==> src/rtl/rat_pipe_pkg.sv <==
// Shared types and constants for the RAT pipeline hazard/interrupt control.
package rat_pipe_pkg;

    typedef enum logic [1:0] {
        HZ_RUN    = 2'd0,
        HZ_DRAIN  = 2'd1,
        HZ_PUSH   = 2'd2,
        HZ_VECTOR = 2'd3
    } hz_state_t;

    localparam logic [1:0] FWD_RF         = 2'b00;
    localparam logic [1:0] FWD_EX         = 2'b01;
    localparam logic [1:0] FWD_WB         = 2'b10;
    localparam logic [1:0] RF_WR_SEL_LOAD = 2'b01;

    // EX result is newer than WB, so an EX hit wins over a WB hit.
    function automatic logic [1:0] fwd_pick(input logic used, input logic ex_hit, input logic wb_hit);
        logic [1:0] sel;
        if (!used) begin
            sel = FWD_RF;
        end else if (ex_hit) begin
            sel = FWD_EX;
        end else if (wb_hit) begin
            sel = FWD_WB;
        end else begin
            sel = FWD_RF;
        end
        return sel;
    endfunction

endpackage

==> src/rtl/pipeline_hazard_ctrl_fwd_unit.sv <==
// Combinational operand-forwarding compare for both decode source operands.
module fwd_unit
    import rat_pipe_pkg::*;
#(
    parameter int REG_AW = 5
) (
    input  logic              dec_valid,
    input  logic              dec_use_x,
    input  logic              dec_use_y,
    input  logic [REG_AW-1:0] dec_addr_x,
    input  logic [REG_AW-1:0] dec_addr_y,
    input  logic              ex_rf_wr,
    input  logic [1:0]        ex_rf_wr_sel,
    input  logic [REG_AW-1:0] ex_wb_addr,
    input  logic              wb_rf_wr,
    input  logic [REG_AW-1:0] wb_addr,
    output logic [1:0]        fwd_x_sel,
    output logic [1:0]        fwd_y_sel
);

    logic ex_fwd_ok_s;

    // A load's data is not ready in EX, so only non-load EX writes may forward.
    assign ex_fwd_ok_s = ex_rf_wr && (ex_rf_wr_sel != RF_WR_SEL_LOAD);

    // Select per operand.
    always_comb begin
        fwd_x_sel = fwd_pick(dec_valid && dec_use_x,
                             ex_fwd_ok_s && (dec_addr_x == ex_wb_addr),
                             wb_rf_wr && (dec_addr_x == wb_addr));
        fwd_y_sel = fwd_pick(dec_valid && dec_use_y,
                             ex_fwd_ok_s && (dec_addr_y == ex_wb_addr),
                             wb_rf_wr && (dec_addr_y == wb_addr));
    end

endmodule

==> src/rtl/pipeline_hazard_ctrl.sv <==
// Decode-side hazard and interrupt sequencer: bubbles, stalls, flushes,
// interrupt push/vector strobes and operand forwarding selects.
module pipeline_hazard_ctrl
    import rat_pipe_pkg::*;
#(
    parameter int          REG_AW  = 5,
    parameter logic [9:0]  INT_VEC = 10'h3FF
) (
    input  logic              clk,
    input  logic              rst_n,
    input  logic              dec_valid,
    input  logic              dec_use_x,
    input  logic              dec_use_y,
    input  logic [REG_AW-1:0] dec_addr_x,
    input  logic [REG_AW-1:0] dec_addr_y,
    input  logic              ex_rf_wr,
    input  logic [1:0]        ex_rf_wr_sel,
    input  logic [REG_AW-1:0] ex_wb_addr,
    input  logic              wb_rf_wr,
    input  logic [REG_AW-1:0] wb_addr,
    input  logic              ex_branch_taken,
    input  logic              int_req,
    input  logic              i_flag,
    output logic              nop,
    output logic              interupt,
    output logic              fetch_stall,
    output logic              if_flush,
    output logic              pc_int_ld,
    output logic              int_ack,
    output logic [1:0]        fwd_x_sel,
    output logic [1:0]        fwd_y_sel
);

    hz_state_t   state_q;
    hz_state_t   state_d;
    logic        lu_s;
    logic [9:0]  unused_int_vec_s;

    // The PC mux consumes the vector itself; kept here for reference.
    assign unused_int_vec_s = INT_VEC;

    // Load-use hazard: decode needs a value still being loaded in EX.
    assign lu_s = dec_valid && ex_rf_wr && (ex_rf_wr_sel == RF_WR_SEL_LOAD) &&
                  ((dec_use_x && (dec_addr_x == ex_wb_addr)) ||
                   (dec_use_y && (dec_addr_y == ex_wb_addr)));

    fwd_unit #(.REG_AW(REG_AW)) u_fwd (
        .dec_valid    (dec_valid),
        .dec_use_x    (dec_use_x),
        .dec_use_y    (dec_use_y),
        .dec_addr_x   (dec_addr_x),
        .dec_addr_y   (dec_addr_y),
        .ex_rf_wr     (ex_rf_wr),
        .ex_rf_wr_sel (ex_rf_wr_sel),
        .ex_wb_addr   (ex_wb_addr),
        .wb_rf_wr     (wb_rf_wr),
        .wb_addr      (wb_addr),
        .fwd_x_sel    (fwd_x_sel),
        .fwd_y_sel    (fwd_y_sel)
    );

    // Next-state and output decode; outputs are combinational so the control
    // vector register samples them on the same edge.
    always_comb begin
        state_d     = state_q;
        nop         = 1'b0;
        interupt    = 1'b0;
        fetch_stall = 1'b0;
        if_flush    = 1'b0;
        pc_int_ld   = 1'b0;
        int_ack     = 1'b0;
        case (state_q)
            HZ_RUN: begin
                if (ex_branch_taken) begin
                    if_flush = 1'b1;
                    nop      = 1'b1;
                end else if (lu_s) begin
                    nop         = 1'b1;
                    fetch_stall = 1'b1;
                end else begin
                    nop = 1'b0;
                end
                if (int_req && i_flag && !lu_s && !ex_branch_taken) begin
                    state_d = HZ_DRAIN;
                end else begin
                    state_d = HZ_RUN;
                end
            end
            HZ_DRAIN: begin
                nop = 1'b1;
                // A branch resolving now must be flushed before the push.
                if (ex_branch_taken) begin
                    if_flush = 1'b1;
                    state_d  = HZ_DRAIN;
                end else begin
                    fetch_stall = 1'b1;
                    state_d     = HZ_PUSH;
                end
            end
            HZ_PUSH: begin
                interupt    = 1'b1;
                fetch_stall = 1'b1;
                state_d     = HZ_VECTOR;
            end
            HZ_VECTOR: begin
                pc_int_ld = 1'b1;
                if_flush  = 1'b1;
                int_ack   = 1'b1;
                nop       = 1'b1;
                state_d   = HZ_RUN;
            end
            default: begin
                state_d = HZ_RUN;
            end
        endcase
    end

    // FSM state register.
    always_ff @(posedge clk or negedge rst_n) begin
        if (!rst_n) begin
            state_q <= HZ_RUN;
        end else begin
            state_q <= state_d;
        end
    end

endmodule
==> config.mk <==
export PLATFORM = sky130hd
export DESIGN_NAME = pipeline_hazard_ctrl
export DESIGN_NICKNAME = d
export VERILOG_FILES = /design/src/rtl/rat_pipe_pkg.sv /design/src/rtl/pipeline_hazard_ctrl_fwd_unit.sv /design/src/rtl/pipeline_hazard_ctrl.sv
export SDC_FILE = /design/constraint.sdc
export NUM_CORES = 1
export LEC_CHECK = 0
export CAP_MARGIN = 40
export CORE_AREA = 2 2 40 49
export CTS_BUF_LIST = sky130_fd_sc_hd__clkbuf_8
export DETAILED_ROUTE_END_ITERATION = 6
export DIE_AREA = 0 0 42 51
export PLACE_DENSITY_LB_ADDON = 0.05
export SLEW_MARGIN = 15
export SYNTH_ARGS = -nofsm -noshare
export SYNTH_HDL_FRONTEND = slang
export SYNTH_SLANG_ARGS = --single-unit
export TNS_END_PERCENT = 30
==> constraint.sdc <==
create_clock -name clk -period 1.01 [get_ports clk]
set_input_delay 0.1515 -clock clk [delete_from_list [all_inputs] [get_ports clk]]
set_output_delay 0.1515 -clock clk [all_outputs]
set_load 0.1 [all_outputs]
## Word-level counts from Yosys, hierarchy flattened

Index checks and enable logic that the tools add are counted.

- Register bits after elaboration: 2
- Input port bits: 32
- Output and inout port bits: 10
- Word-level logic and storage cells: 50

- Equality and inequality tests: 9
- Mux-type cells: 19
- Reductions and logical operators: 21

Operators by type and width:

| operator | count |
|---|---|
| $eq A5 B5 Y1 | 4 |
| $logic_and A1 B1 Y1 | 15 |
| $mux W2 | 7 |
| $mux W1 | 8 |
| $pmux W2 S4 | 1 |
| $eq A2 B1 Y1 const B | 2 |
| $eq A2 B2 Y1 const B | 2 |
| $pmux W1 S2 | 2 |
| $reduce_or A2 Y1 | 2 |
| $pmux W1 S3 | 1 |
| $logic_not A1 Y1 | 2 |
| $logic_not A2 Y1 | 1 |
| $ne A2 B1 Y1 const B | 1 |
| $logic_or A1 B1 Y1 | 1 |

## Logic depth before layout (Yosys ltp)

- Word-level depth: 9
- Mapped depth: 5
- Gate-level depth less buffers: 5

## By module

Synthesis repeated with hierarchy kept, for this count alone.

- Cells, all modules: 68
- Area total of the unflattened synthesis: 534.3 µm²

Modules (own cells, without submodules):

| module | times used | cells an instance | area an instance (µm²) | seq. area each (µm²) |
|---|---|---|---|---|
| pipeline_hazard_ctrl | 1 | 33 | 275.3 | 50.0 |
| fwd_unit | 1 | 35 | 259.0 | 0.0 |

## Worst setup path after synthesis

Ideal clock, no wire load.

- Kind: register to output
- Start: register state_q[0]
- End: output port fetch_stall
- Arrival: 3468 ps
- Required time: 859 ps
- Path slack: -2609 ps
- Cell stages (with the launch flop): 4
- Path buffers: 0
- Path through: dfrtp_1 and2_1 o21bai_1 o21bai_1

- Word-level cells in the longest chain between the ends: 2
- Elaborated cells on any way between the ends: 4
- Those cells by class: eq/ne (2); mux (1); reduce/logical (1)

RTL lines:

| element | line | RTL |
|---|---|---|
| start, declared | pipeline_hazard_ctrl.sv:34 | `hz_state_t state_q;` |
| start signal, assigned | pipeline_hazard_ctrl.sv:123 | `state_q <= state_d;` |
| $eq A2 B2 Y1 (tied with other cells) | pipeline_hazard_ctrl.sv:72 | `case (state_q)` |
| $pmux W1 S3 * | pipeline_hazard_ctrl.sv:72 |  |
| end, declared | pipeline_hazard_ctrl.sv:26 | `output logic fetch_stall,` |

Mark *: on every way between the ends. The rest lies on a longest branch, timed or not.

## Final worst setup path

- Start: input port dec_addr_x[2]
- End: output port nop

- Word-level cells in the longest chain between the ends: 7

RTL lines:

| element | line | RTL |
|---|---|---|
| start, declared | pipeline_hazard_ctrl.sv:14 | `input logic [REG_AW-1:0] dec_addr_x,` |
| $eq A5 B5 Y1 | pipeline_hazard_ctrl.sv:44 | `((dec_use_x && (dec_addr_x == ex_wb_addr)) \|\|` |
| $logic_and A1 B1 Y1 | pipeline_hazard_ctrl.sv:44 |  |
| $logic_or A1 B1 Y1 | pipeline_hazard_ctrl.sv:44 |  |
| $logic_and A1 B1 Y1 | pipeline_hazard_ctrl.sv:43 | `assign lu_s = dec_valid && ex_rf_wr && (ex_rf_wr_sel == RF_WR_SEL_LOAD) &&` |
| $mux W1 | pipeline_hazard_ctrl.sv:77 | `end else if (lu_s) begin` |
| $mux W1 | pipeline_hazard_ctrl.sv:74 | `if (ex_branch_taken) begin` |
| $pmux W1 S2 | pipeline_hazard_ctrl.sv:72 |  |
| end, declared | pipeline_hazard_ctrl.sv:24 | `output logic nop,` |

No other way between the ends.

==> results.cfg <==
[run_status]
status = complete, but fails checks
violations = setup timing

[routing]
drc = 0
first_iter_violations = 17
vias = 776
drt-pass1-iter-count = 6
wire_per_inst_um = 22.9
ant_nets = 0
totalWireLength_mm = 3.35
via_per_inst = 5.32

[grt]
grt.overflow.total = 0
grt_usage_pct = 26.2
grt_start_max_net_pins = 6
grt_pass1_wl_mm = 4.08
grt_pass1_vias = 861
antenna_found_initial = 0

[floorplan]
dieArea_um2 = 2140
rows = 17
die_y_um = 51
die_w_um = 42
initial_utilization_pct = 25.1
io_pins = 42
core_area_um2 = 1720

[placement]
port_buffers = 41
placed_cells = 137
dp_slack_ns = -0.830
hpwl_mm = 1.59
place_congestion = 0.689

[run]
drv_cap = 0

[power]
irDropWorstVdd_mv = 2.66
power.switching_uw = 1410
p_int_uw = 1530
seq_power_share_pct = 5.7
switching_share_pct = 48.0
combPwrFrac_pct = 83.8
p_leak_uw = 0.000706
clockPowerShare_pct = 10.6
p_per_area_nw_per_um2 = 1790

[critical_path]
worst_setup_path_start_kind = input pin
path_buf_inv = 2
slowest_delay_ns = 0.25
cp.required_ns = 0.86
startpoint = dec_addr_x[2]
critPathMaxFanout = 3
crit_slowest_cell = xnor2_1
crit_path_end_kind = primary output
cp.arrival_ns = 1.41
crit_type = in -> out
reg2reg_slack_ns = -0.27
path_cells = buf_2, xnor2_1, nand3_2, o22ai_4, a21oi_2, o21bai_4, buf_12
cpLargestDelayFamily = compound AO/OA/AOI/OAI gates

[min_path]
worstHoldPathType = in -> async

[clock_tree]
clock_sinks = 2
clkLatencyLatePin_ns = 0.21
ctsLongestPathBuffers = 2
holdBufCountCts = 0
cts_inserted_buffers = 3
cts_tree = yes
cts-root-buf = clkbuf_8
h-tree-depth = 1
clkTransAtPathRegs_ns = 0.03

[layout]
multi_input_comb_area_um2 = 767
area_growth_pct = 278
regArea_um2 = 51.3
final_nets = 161
nFillCells = 46
layout-drive-gt1-share_pct = 78.7
n_antenna_cell = 0
instances_no_fill = 146

[yosys]
synth_adder_area_share_pct = 0
ys.warnings.count = 0
syn_inst = 58
yosys.area_share.simple_pct = 30.1
synth_nets = 90
muxShareOfSynthArea_pct = 0
synth_area_leaders = xnor2_1 (40%), dfrtp_1 (12%), o21bai_1 (6.9%)
yosysTopAreaCell = xnor2_1
postSynthAreaPerCell_um2 = 7.46
synth_seq_area_share_pct = 11.6
synth-xor-area-share_pct = 40.5
synth_area_um2 = 433
ys_types = 19
synth_top_family_by_area = XOR/XNOR gates
yosys_register_bits = 2
synth-compound-area-share_pct = 14.5
yosysTopAreaCellShare_pct = 40.5

[sta]
rsz0062_at_grt = true
fin_crit_ns = 1.56
setup_viol = 12
worst_slack_ns = -0.550
hold_viol_final = 0
clock.fmax_mhz = 641
worst_slew_pin_slew_ns = 0.345
slew_violations = 0
slew_headroom_pct = 76.9
skew_ns = 0.00287
finalCritPeriodShare_pct = 154
worst paths after layout:
check,to,depth (start not counted)
setup / recovery,nop,7
hold / removal,state_q[0],1
setup reg to reg,state_q[0],4
hold reg to reg,state_q[0],4
max in group asynchronous,asynchronous set/reset pin,1
min in group clk,flop,4
synthesized netlist by cell type:
cell type,n
nand4_1,4
o21bai_1,4
and2_1,1
nor3_1,5
nand2_1,5
a2111oi_1,1
nor2_1,1
nand2b_1,1
nor2b_1,1
buf_4,1
nand3_1,4
o21ai_0,1
a21oi_1,1
or3_1,1
dfrtp_1,2
inv_1,2
xnor2_1,20
o22ai_2,1
and3_1,2
area by class of cell:
type / count / area share [%]
Timing Repair Buffer: 67 / 45.5
Inverter: 2 / 0.459
Multi-Input combinational cell: 53 / 46.9
Tap cell: 19 / 1.45
Clock buffer: 3 / 2.52
Sequential cell: 2 / 3.14
worst register-to-register path, stage by stage, from the launching register on:
cell     delay [ns]
dfrtp_2        0.43
nor2b_4        0.14
buf_4          0.12
buf_6          0.11
or3_4          0.35
kinds of logic after synthesis:
group	count (synthesis)
AO/OA/AOI/OAI	8
AND/OR/NAND/NOR	25
flip-flops	2
XOR/XNOR	20
buffers and inverters	3
power by group through the flow:
stage | Sequential, µW | Clock [µW] | Combinational, µW
after global routing | 171 | 330 | 2520
after global placement | 155 | 0 | 1960
after floorplan | 172 | 0 | 1100
after detailed placement | 156 | 0 | 1980
after CTS | 160 | 315 | 2280
final | 166 | 310 | 2460
per-layer routing:
metal	track usage, %	up-vias	share of wire (%)	wire length, µm
met5	0	-	0	0
met4	13.4	0	1.9	62
li1	-	344	-	-
met1	22.7	379	33	1110
met3	4.95	6	4.3	145
met2	54.7	47	61	2030
cell usage in the layout (no fill, tap or decap), drive strengths merged:
cell type,Yosys,final
nor2,1,1
nand2,5,5
nor3,5,5
nor2b,1,1
inv,2,2
o21bai,4,4
clkbuf,0,3
o21ai,1,1
dlygate4sd2,0,11
dfrtp,2,2
or3,1,1
nand2b,1,1
xnor2,20,20
nand3,4,4
and3,2,2
o22ai,1,1
clkdlybuf4s15,0,1
dlymetal6s2s,0,1
a21oi,1,1
and2,1,1
nand4,4,4
a2111oi,1,1
clkdlybuf4s50,0,3
buf,1,51
metrics by stage:
stage                     TNS [ns]  hold WS (ns)  util, %  cell area, µm²  power [µW]
after CTS                    -3.60         0.106     90.1            1550        2760
after global routing         -4.64         0.118     94.9            1640        3020
final                        -4.27         0.109     94.9            1640        2930
after global placement       -5.82         0.319     71.3            1230        2110
after detailed placement     -5.98         0.323     71.3            1230        2130
after floorplan              -4.96        -0.144        -             552        1280
repair_timing:
item,4_1_cts,5_1_grt
endpoints found under the setup margin,11,12
pin swaps,33,5
gates resized for setup,138,16
gates cloned,0,0
endpoints found under the hold margin,0,0
setup buffers,6,0
No activity file was read; power rests on OpenSTA's default activity.
